$ cat src/rtl/ctrl_decode_queue_if.sv
// Fetch-side and issue-side signals of the decode queue, plus the decoded
// control bundle presented with the head entry.
interface ctrl_decode_queue_if;
  logic        in_valid;
  logic        in_ready;
  logic [31:0] in_instr;
  logic [31:0] in_pc;
  logic        out_valid;
  logic        out_ready;
  logic [31:0] out_instr;
  logic [31:0] out_pc;
  logic        reg_write;
  logic        alu_src;
  logic        mem_write;
  logic        mem_read;
  logic        branch;
  logic        jump;
  logic        csr;
  logic        fence;
  logic [1:0]  result_src;
  logic [2:0]  imm_src;
  logic [1:0]  alu_op;
  logic        is_fpu;
  logic        fp_reg_write;
  logic        fp_mem_read;
  logic        fp_mem_write;
  logic        is_amo;
  logic        illegal;

  modport slave (
    input  in_valid, in_instr, in_pc, out_ready,
    output in_ready, out_valid, out_instr, out_pc,
    output reg_write, alu_src, mem_write, mem_read, branch, jump, csr, fence,
    output result_src, imm_src, alu_op,
    output is_fpu, fp_reg_write, fp_mem_read, fp_mem_write, is_amo, illegal
  );

  modport master (
    output in_valid, in_instr, in_pc, out_ready,
    input  in_ready, out_valid, out_instr, out_pc,
    input  reg_write, alu_src, mem_write, mem_read, branch, jump, csr, fence,
    input  result_src, imm_src, alu_op,
    input  is_fpu, fp_reg_write, fp_mem_read, fp_mem_write, is_amo, illegal
  );
endinterface

$ cat src/rtl/ctrl_decode_queue.sv
// RV32IMFA decode stage: opcodes are decoded at enqueue time and the control
// bundle is stored with the instruction in a DEPTH-entry FIFO.
module ctrl_decode_queue #(
  parameter int DEPTH = 4,
  parameter bit EN_F  = 1'b1,
  parameter bit EN_A  = 1'b1
) (
  input  logic                     clk,
  input  logic                     rst,
  input  logic                     flush,
  input  logic                     fpu_busy,
  output logic [$clog2(DEPTH):0]   count,
  ctrl_decode_queue_if.slave       q
);
  localparam int PTR_W = $clog2(DEPTH);
  localparam int CNT_W = PTR_W + 1;

  localparam logic [6:0] OP_LUI    = 7'b0110111;
  localparam logic [6:0] OP_AUIPC  = 7'b0010111;
  localparam logic [6:0] OP_JAL    = 7'b1101111;
  localparam logic [6:0] OP_JALR   = 7'b1100111;
  localparam logic [6:0] OP_BRANCH = 7'b1100011;
  localparam logic [6:0] OP_LOAD   = 7'b0000011;
  localparam logic [6:0] OP_STORE  = 7'b0100011;
  localparam logic [6:0] OP_IMM    = 7'b0010011;
  localparam logic [6:0] OP_OP     = 7'b0110011;
  localparam logic [6:0] OP_MISC   = 7'b0001111;
  localparam logic [6:0] OP_SYSTEM = 7'b1110011;
  localparam logic [6:0] OP_FLW    = 7'b0000111;
  localparam logic [6:0] OP_FSW    = 7'b0100111;
  localparam logic [6:0] OP_FMADD  = 7'b1000011;
  localparam logic [6:0] OP_FMSUB  = 7'b1000111;
  localparam logic [6:0] OP_FNMSUB = 7'b1001011;
  localparam logic [6:0] OP_FNMADD = 7'b1001111;
  localparam logic [6:0] OP_FOP    = 7'b1010011;
  localparam logic [6:0] OP_AMO    = 7'b0101111;

  typedef struct packed {
    logic       reg_write;
    logic       alu_src;
    logic       mem_write;
    logic       mem_read;
    logic       branch;
    logic       jump;
    logic       csr;
    logic       fence;
    logic [1:0] result_src;
    logic [2:0] imm_src;
    logic [1:0] alu_op;
    logic       is_fpu;
    logic       fp_reg_write;
    logic       fp_mem_read;
    logic       fp_mem_write;
    logic       is_amo;
    logic       illegal;
  } ctrl_t;

  ctrl_t dec;

  // Any opcode with in_instr[1:0] != 2'b11 misses every arm and lands in default.
  always_comb begin
    dec = '0;
    case (q.in_instr[6:0])
      OP_LUI, OP_AUIPC: begin
        dec.reg_write = 1'b1; dec.alu_src = 1'b1;
        dec.imm_src = 3'b011; dec.result_src = 2'b11;
      end
      OP_JAL: begin
        dec.reg_write = 1'b1; dec.jump = 1'b1;
        dec.imm_src = 3'b100; dec.result_src = 2'b10;
      end
      OP_JALR: begin
        dec.reg_write = 1'b1; dec.jump = 1'b1;
        dec.alu_src = 1'b1; dec.result_src = 2'b10;
      end
      OP_BRANCH: begin
        dec.branch = 1'b1; dec.imm_src = 3'b010; dec.alu_op = 2'b01;
      end
      OP_LOAD: begin
        dec.reg_write = 1'b1; dec.alu_src = 1'b1;
        dec.mem_read = 1'b1; dec.result_src = 2'b01;
      end
      OP_STORE: begin
        dec.alu_src = 1'b1; dec.mem_write = 1'b1; dec.imm_src = 3'b001;
      end
      OP_IMM: begin
        dec.reg_write = 1'b1; dec.alu_src = 1'b1; dec.alu_op = 2'b10;
      end
      OP_OP: begin
        dec.reg_write = 1'b1; dec.alu_op = 2'b10;
      end
      OP_MISC:   dec.fence = 1'b1;
      OP_SYSTEM: dec.csr = 1'b1;
      OP_FLW: begin
        if (EN_F) begin
          dec.is_fpu = 1'b1; dec.fp_reg_write = 1'b1;
          dec.fp_mem_read = 1'b1; dec.alu_src = 1'b1;
        end else begin
          dec.illegal = 1'b1;
        end
      end
      OP_FSW: begin
        if (EN_F) begin
          dec.is_fpu = 1'b1; dec.fp_mem_write = 1'b1;
          dec.alu_src = 1'b1; dec.imm_src = 3'b001;
        end else begin
          dec.illegal = 1'b1;
        end
      end
      OP_FMADD, OP_FMSUB, OP_FNMSUB, OP_FNMADD, OP_FOP: begin
        if (EN_F) begin
          dec.is_fpu = 1'b1; dec.fp_reg_write = 1'b1;
        end else begin
          dec.illegal = 1'b1;
        end
      end
      OP_AMO: begin
        if (EN_A) begin
          dec.is_amo = 1'b1; dec.reg_write = 1'b1; dec.mem_read = 1'b1;
          dec.mem_write = 1'b1; dec.result_src = 2'b01;
        end else begin
          dec.illegal = 1'b1;
        end
      end
      default: dec.illegal = 1'b1;
    endcase
  end

  ctrl_t       ctrl_mem  [DEPTH];
  logic [31:0] instr_mem [DEPTH];
  logic [31:0] pc_mem    [DEPTH];

  logic [PTR_W-1:0] wr_ptr_reg;
  logic [PTR_W-1:0] rd_ptr_reg;
  logic [CNT_W-1:0] count_reg;

  logic  empty;
  logic  full;
  logic  enq;
  logic  deq;
  logic  head_valid;
  ctrl_t head;

  assign empty = (count_reg == '0);
  assign full  = (count_reg == CNT_W'(DEPTH));

  // in_ready depends only on registered occupancy, never on out_ready.
  assign enq        = q.in_valid && !full && !flush;
  assign head       = empty ? '0 : ctrl_mem[rd_ptr_reg];
  assign head_valid = !empty && !(head.is_fpu && fpu_busy);
  assign deq        = head_valid && q.out_ready && !flush;

  always_ff @(posedge clk) begin
    if (enq) begin
      ctrl_mem[wr_ptr_reg]  <= dec;
      instr_mem[wr_ptr_reg] <= q.in_instr;
      pc_mem[wr_ptr_reg]    <= q.in_pc;
    end
  end

  always_ff @(posedge clk) begin
    if (rst || flush) begin
      wr_ptr_reg <= '0;
      rd_ptr_reg <= '0;
      count_reg  <= '0;
    end else begin
      if (enq) wr_ptr_reg <= wr_ptr_reg + 1'b1;
      if (deq) rd_ptr_reg <= rd_ptr_reg + 1'b1;
      case ({enq, deq})
        2'b10:   count_reg <= count_reg + 1'b1;
        2'b01:   count_reg <= count_reg - 1'b1;
        default: count_reg <= count_reg;
      endcase
    end
  end

  assign count          = count_reg;
  assign q.in_ready     = !full;
  assign q.out_valid    = head_valid;
  assign q.out_instr    = empty ? 32'd0 : instr_mem[rd_ptr_reg];
  assign q.out_pc       = empty ? 32'd0 : pc_mem[rd_ptr_reg];
  assign q.reg_write    = head.reg_write;
  assign q.alu_src      = head.alu_src;
  assign q.mem_write    = head.mem_write;
  assign q.mem_read     = head.mem_read;
  assign q.branch       = head.branch;
  assign q.jump         = head.jump;
  assign q.csr          = head.csr;
  assign q.fence        = head.fence;
  assign q.result_src   = head.result_src;
  assign q.imm_src      = head.imm_src;
  assign q.alu_op       = head.alu_op;
  assign q.is_fpu       = head.is_fpu;
  assign q.fp_reg_write = head.fp_reg_write;
  assign q.fp_mem_read  = head.fp_mem_read;
  assign q.fp_mem_write = head.fp_mem_write;
  assign q.is_amo       = head.is_amo;
  assign q.illegal      = head.illegal;
endmodule

$ cat src/flat_wrapper.sv
// flat-port wrapper written by rule: the top's interface ports become plain ports
module ctrl_decode_queue_flat 
#(
  parameter int DEPTH = 4,
  parameter bit EN_F  = 1'b1,
  parameter bit EN_A  = 1'b1
)
  (clk, rst, flush, fpu_busy, count, q_in_valid, q_in_instr, q_in_pc, q_out_ready, q_in_ready, q_out_valid, q_out_instr, q_out_pc, q_reg_write, q_alu_src, q_mem_write, q_mem_read, q_branch, q_jump, q_csr, q_fence, q_result_src, q_imm_src, q_alu_op, q_is_fpu, q_fp_reg_write, q_fp_mem_read, q_fp_mem_write, q_is_amo, q_illegal);
  ctrl_decode_queue_if q_i ();
  input  logic clk;
  input  logic rst;
  input  logic flush;
  input  logic fpu_busy;
  output logic [$clog2(DEPTH):0] count;
  input wire logic [$bits(q_i.in_valid)-1:0] q_in_valid;
  input wire logic [$bits(q_i.in_instr)-1:0] q_in_instr;
  input wire logic [$bits(q_i.in_pc)-1:0] q_in_pc;
  input wire logic [$bits(q_i.out_ready)-1:0] q_out_ready;
  output wire logic [$bits(q_i.in_ready)-1:0] q_in_ready;
  output wire logic [$bits(q_i.out_valid)-1:0] q_out_valid;
  output wire logic [$bits(q_i.out_instr)-1:0] q_out_instr;
  output wire logic [$bits(q_i.out_pc)-1:0] q_out_pc;
  output wire logic [$bits(q_i.reg_write)-1:0] q_reg_write;
  output wire logic [$bits(q_i.alu_src)-1:0] q_alu_src;
  output wire logic [$bits(q_i.mem_write)-1:0] q_mem_write;
  output wire logic [$bits(q_i.mem_read)-1:0] q_mem_read;
  output wire logic [$bits(q_i.branch)-1:0] q_branch;
  output wire logic [$bits(q_i.jump)-1:0] q_jump;
  output wire logic [$bits(q_i.csr)-1:0] q_csr;
  output wire logic [$bits(q_i.fence)-1:0] q_fence;
  output wire logic [$bits(q_i.result_src)-1:0] q_result_src;
  output wire logic [$bits(q_i.imm_src)-1:0] q_imm_src;
  output wire logic [$bits(q_i.alu_op)-1:0] q_alu_op;
  output wire logic [$bits(q_i.is_fpu)-1:0] q_is_fpu;
  output wire logic [$bits(q_i.fp_reg_write)-1:0] q_fp_reg_write;
  output wire logic [$bits(q_i.fp_mem_read)-1:0] q_fp_mem_read;
  output wire logic [$bits(q_i.fp_mem_write)-1:0] q_fp_mem_write;
  output wire logic [$bits(q_i.is_amo)-1:0] q_is_amo;
  output wire logic [$bits(q_i.illegal)-1:0] q_illegal;
  assign q_i.in_valid = q_in_valid;
  assign q_i.in_instr = q_in_instr;
  assign q_i.in_pc = q_in_pc;
  assign q_i.out_ready = q_out_ready;
  assign q_in_ready = q_i.in_ready;
  assign q_out_valid = q_i.out_valid;
  assign q_out_instr = q_i.out_instr;
  assign q_out_pc = q_i.out_pc;
  assign q_reg_write = q_i.reg_write;
  assign q_alu_src = q_i.alu_src;
  assign q_mem_write = q_i.mem_write;
  assign q_mem_read = q_i.mem_read;
  assign q_branch = q_i.branch;
  assign q_jump = q_i.jump;
  assign q_csr = q_i.csr;
  assign q_fence = q_i.fence;
  assign q_result_src = q_i.result_src;
  assign q_imm_src = q_i.imm_src;
  assign q_alu_op = q_i.alu_op;
  assign q_is_fpu = q_i.is_fpu;
  assign q_fp_reg_write = q_i.fp_reg_write;
  assign q_fp_mem_read = q_i.fp_mem_read;
  assign q_fp_mem_write = q_i.fp_mem_write;
  assign q_is_amo = q_i.is_amo;
  assign q_illegal = q_i.illegal;
  ctrl_decode_queue #(.DEPTH(DEPTH), .EN_F(EN_F), .EN_A(EN_A)) u_core (.clk(clk), .rst(rst), .flush(flush), .fpu_busy(fpu_busy), .count(count), .q(q_i));
endmodule
$ cat config.mk
export PLATFORM = sky130hd
export DESIGN_NAME = ctrl_decode_queue_flat
export DESIGN_NICKNAME = d
export VERILOG_FILES = /design/src/rtl/ctrl_decode_queue_if.sv /design/src/rtl/ctrl_decode_queue.sv /design/src/flat_wrapper.sv
export SDC_FILE = /design/constraint.sdc
export NUM_CORES = 1
export LEC_CHECK = 0
export BUFFER_PORTS_ARGS = -buffer_cell sky130_fd_sc_hd__buf_2
export CORE_ASPECT_RATIO = 0.6
export CORE_MARGIN = 2
export CORE_UTILIZATION = 55
export CTS_BUF_LIST = sky130_fd_sc_hd__clkbuf_8
export DETAILED_ROUTE_END_ITERATION = 10
export PLACE_DENSITY = 0.85
export SLEW_MARGIN = 20
export SYNTH_ARGS = -nofsm -noshare
export SYNTH_HDL_FRONTEND = slang
export SYNTH_SLANG_ARGS = --single-unit
$ cat constraint.sdc
create_clock -name clk -period 4.2 [get_ports clk]
set_input_delay 0.84 -clock clk [delete_from_list [all_inputs] [get_ports clk]]
set_output_delay 0.84 -clock clk [all_outputs]
set_load 0.03 [all_outputs]
* Word-level counts from Yosys, hierarchy flattened
Memory sizes are Yosys's and may differ from the RTL's. A register that Yosys moved wholly into a read port is not among the register bits.
Cells that the tools add are included.
** Word-level totals
- Memories kept :: 3
- Logic and storage cells :: 85
- Output and inout bits :: 90
- Input port bits :: 70
- Bits in writable memories :: 340
- Register bits after elaboration :: 7
** Cells by class
- Reductions and logical operators :: 24
- Equal/unequal tests :: 22
- Mux-type cells :: 29
- Add/subtract/negate cells :: 4
** Memories
- u_core.instr_mem :: words 4, width 32, read ports 1, clocked after memory_dff 1, wr ports 1, RTL line ctrl_decode_queue.sv:130 : logic [31:0] instr_mem [DEPTH];
- u_core.pc_mem :: words 4, width 32, read ports 1, clocked after memory_dff 1, wr ports 1, RTL line ctrl_decode_queue.sv:131 : logic [31:0] pc_mem [DEPTH];
- u_core.ctrl_mem :: words 4, width 21, read ports 1, clocked after memory_dff 1, wr ports 1, RTL line ctrl_decode_queue.sv:129 : ctrl_t ctrl_mem [DEPTH];
** Operators by type and width (count)
- 32-bit 2-to-1 mux :: 2
- 7-bit == test (second input constant) :: 9
- 7-bit by 6-bit == test with 1-bit output (second input constant) :: 5
- 21-bit 2-to-1 mux :: 1
- 19-bit OR reduction :: 1
- 1-bit 2-to-1 mux :: 16
- 8-bit OR reduction :: 2
- 7-bit by 5-bit == test with 1-bit output (second input constant) :: 2
- 2-bit 2-to-1 mux :: 6
- 3-bit case mux with 4 select lines :: 1
- 2-bit OR reduction :: 6
- 7-bit by 2-bit == test with 1-bit output (second input constant) :: 1
- 7-bit by 3-bit == test with 1-bit output (second input constant) :: 1
- 7-bit by 4-bit == test with 1-bit output (second input constant) :: 1
- 7-bit OR reduction :: 1
- 1-bit logical AND :: 6
- 2-bit case mux with 3 select lines :: 1
- 3-bit case mux with 2 select lines :: 1
- 6-bit OR reduction :: 1
- 2-bit by 1-bit adder with 2-bit output (second input constant) :: 2
- 1-bit logical NOT :: 4
- 2-bit case mux with 2 select lines :: 1
- 3-bit by 1-bit adder with 3-bit output (second input constant) :: 1
- 3-bit == test (second input constant) :: 1
- 6 further kinds :: 6

* Logic depth before layout (Yosys ltp)
- Word-level depth :: 9
- Mapped depth :: 10
- Gate-level depth less buffers :: 10

* Worst setup path after synthesis
OpenSTA, ideal clock, no wires.
- Path kind :: register to register
- From :: register u_core.count_reg[0] (netlist: u_core.count[0])
- To :: memory u_core.ctrl_mem[0][0] (netlist name) (enable)
- Cell stages (with the launch flop) :: 5
- Slack :: 0.505 ns
- Data arrival time :: 3.243 ns
- Buffers on the path :: 0
- Clock period less this slack :: 3.695 ns
- Library setup time :: 0.452 ns
- Required time :: 3.748 ns
- Cell sequence :: dfxtp_1 > or3b_1 > nand2_1 > nor2_1 > and2_1
** Between the ends
- Cells in the longest elaborated chain, start to end :: 6
** Ends and longest elaborated chain
- from (decl) :: RTL line ctrl_decode_queue.sv:135 : logic [CNT_W-1:0] count_reg;
- from (signal assigned) :: RTL line ctrl_decode_queue.sv:170 : 2'b10: count_reg <= count_reg + 1'b1;
- from (signal assigned) :: RTL line ctrl_decode_queue.sv:171 : 2'b01: count_reg <= count_reg - 1'b1;
- from (signal assigned) :: RTL line ctrl_decode_queue.sv:172 : default: count_reg <= count_reg;
- 3-bit == test :: RTL line ctrl_decode_queue.sv:145 : assign full = (count_reg == CNT_W'(DEPTH));
- 1-bit logical NOT
- via q_in_ready :: RTL line flat_wrapper.sv:19 : output wire logic [$bits(q_i.in_ready)-1:0] q_in_ready;
- 1-bit logical AND (2 in series) :: RTL line ctrl_decode_queue.sv:148 : assign enq = q.in_valid && !full && !flush;
- 1-bit 2-to-1 mux :: RTL line ctrl_decode_queue.sv:154 : if (enq) begin
- 1-bit 2-to-1 mux (implied by the code) :: RTL line ctrl_decode_queue.sv:155 : ctrl_mem[wr_ptr_reg] <= dec;
- to (decl) :: RTL line ctrl_decode_queue.sv:129
The timed path passes the listed nets, and every way through them passes these cells.

==> results.yml <==
job:
  drv_cap: 0
global_route:
  first_global_vias: 6864
  grt_max_degree: 60
  antenna_found_initial: 1
  grt_overflow: 0
  grt_pass1_wl_um: 39700
  grt_util_all_layers_pct: 20.5
worst_setup_path:
  r2r-start: "u_core.count[0]$_SDFFE_PP0P_"
  endpoint_kind: "primary output"
  r2r_setup_slack_ns: 1.42
  critPathMaxFanout: 34
  setup.worst_path.end: "q_alu_op[1]"
  criticalPathCategory: "reg -> out"
  r2r.worst_path.cells: 10
  cp-start-kind: "register"
  worstReg2RegEnd: "u_core.count[2]$_SDFFE_PP0P_"
  required_ns: 3.36
  cp.arrival_ns: 2.62
clocking:
  cts.path.max_buffers: 3
  h-tree-depth: 2
  ctsRootBufferMaster: "clkbuf_8"
  cts.sinks: 345
  cts_tree: "done"
  cts_resized: 0
  worst_skew_pair.late_latency_ns: 0.60
  cts_buffers: 48
  ctsHoldBuffers: 0
  post_cts_buffers: 0
  clkSlewWorstSetupHoldPaths_ns: 0.07
final_layout:
  area_growth_pct: 15.7
  diodes: 0
  fin_nets: 916
  final_util_pct: 64.6
  stdcell_count: 1197
  drive_gt1_share_pct: 37.3
  largest_registers: "u_core.instr_mem (128), u_core.pc_mem (128), u_core.ctrl_mem (80)"
route:
  ant_nets: 0
  drt-pass1-iter-count: 5
  wirelength_um: 25600
  viasPerCell: 5.61
  route.detailed.drc: 0
  wl_per_cell_um: 21.4
  num_vias: 6721
  drt_iter0_markers: 623
power_and_ir_drop:
  p_per_area_nw_per_um2: 421
  vdd_drop_max_v: 0.000225
  p_leak_nw: 5.39
  power.total_w: 0.00657
synth:
  ys.flop_type: "edfxtp_1"
  synth_seq_area_share_pct: 76.1
  synth-seq-cells: 345
  async_flop_share_pct: 0
  synth.area.top_cells: "edfxtp_1 (75%), mux4_2 (14%), and2_1 (4.1%)"
  syn_inst: 659
  synth_area_per_cell_um2: 20.5
  synth_edf_count: 336
  synth_cell_types: 42
  netlist_area_um2: 13500
  synth.top_cell.area_share_pct: 74.7
  synth_top_cell_by_area: "edfxtp_1"
  syn_nets: 735
  yosys_warnings: 0
timing:
  setup-tns-final_ns: 0
  relSlewSlack_pct: 25.6
  drv_slew: 0
  post-route-period-util_pct: 82.3
  setup_viol: 0
  grt_setup_unrepaired: "no"
  tightest_slew_ns: 1.09
  finalHoldViolCount: 0
  hold-worst-slack_ns: 0.465
  clock.fmax_mhz: 289
  fin_skew_ns: 0.0424
  post-route-min-period_ns: 3.46
die:
  rows: 44
  ios: 160
  die_w_um: 206
  core_area_um2: 24200
  initial_utilization_pct: 55.9
  design.die.area_um2: 25900
  die_height_um: 125
place:
  dp_hpwl_um: 15100
  port_buffers: 159
  place_inst: 1112
  gp_congestion: 0.785
status:
  status: "finished clean"
worst_hold_path:
  hold_class: "in -> reg"
## metrics by stage
| stage | worst slack, ns | instance area, µm² |
|---|---|---|
| finish | 0.745 | 15600 |
| global route | 0.553 | 15600 |
| CTS | 0.675 | 15600 |
| detailed placement | 1.31 | 14700 |
| global placement | 1.32 | 14700 |
| floorplan | 0.505 | 13500 |
## power breakdown
part	internal, W	switching, W	leakage (nW)	total [W]
sequential	0.00382	0.0000138	3.13	0.00384
combinational	0.000105	0.000188	1.75	0.000293
clock	0.00123	0.00122	0.511	0.00244
total	0.00515	0.00142	5.39	0.00657
## logic make-up after synthesis
kind of cell	count (synthesis)	synth area share, %
compound gates	27	1.29
xor+xnor	4	0.259
fa+ha+maj	6	0.612
buf+inv	47	1.51
flops	345	76.1
mux	86	14.1
simple gates	144	6.17
## metal layers
layer / routed length [µm] / vias to the layer above / GRT usage [%]
li1: - / 3016 / -
met2: 11400 / 240 / 29.7
met5: 13 / - / 0
met1: 12100 / 3436 / 32.3
met3: 1770 / 27 / 4.25
met4: 296 / 2 / 5.00
## worst min path at each step
stage                                                   end                               from  depth (start not counted)
after floorplan                                    register  u_core.rd_ptr_reg[1]$_SDFFE_PP0P_                          2
final                     u_core.instr_mem[1][15]$_DFFE_PP_                     q_in_instr[15]                          1
after detailed placement                           register  u_core.rd_ptr_reg[1]$_SDFFE_PP0P_                          2
after global placement                             register  u_core.rd_ptr_reg[1]$_SDFFE_PP0P_                          2
after global routing      u_core.instr_mem[3][21]$_DFFE_PP_                     q_in_instr[21]                          1
after CTS                    u_core.pc_mem[3][21]$_DFFE_PP_                        q_in_pc[21]                          1
## layout make-up
| class | count | area [µm²] |
|---|---|---|
| inverters | 8 | 30.0 |
| fillers | 1653 | 8550 |
| well taps | 322 | 403 |
| multi-input cells | 267 | 3040 |
| clock buffers | 53 | 729 |
| repair buffers | 170 | 966 |
| clock inverters | 32 | 171 |
| flip-flops and latches | 345 | 10300 |
## synthesized netlist by cell type, types with 2 or more instances
cell type,n
edfxtp_1,336
nor4_1,6
o31ai_1,2
inv_1,8
nand2_1,10
clkbuf_1,23
or4_1,2
ha_1,5
mux2i_1,2
xor2_1,3
mux4_2,83
and2_1,88
nor3_1,4
buf_4,5
dfxtp_1,9
nand3_1,4
buf_1,4
o21ai_0,3
o21a_1,2
or3_1,3
nand2b_1,3
a21oi_1,11
buf_2,6
nor2_1,17
a2111oi_0,3
## critical path, cell delays in order (launching register included)
cell and delay [ns]:
dfxtp_4 0.81, buf_12 0.27, mux4_2 0.54, and2_1 0.20, buf_2 0.18
## placed cells by master (no fill, tap or decap), types with 6 or more instances in the layout
| cell | count |
|---|---|
| clkbuf_8 | 53 |
| nand2_1 | 10 |
| mux4_2 | 83 |
| edfxtp_1 | 336 |
| buf_2 | 159 |
| and2_1 | 84 |
| clkinv_2 | 7 |
| clkinv_1 | 9 |
| nor4_1 | 6 |
| dfxtp_1 | 7 |
| nor2_1 | 17 |
| a21oi_1 | 11 |
| inv_1 | 20 |
| buf_12 | 7 |
(Power assumes the default switching activity.)
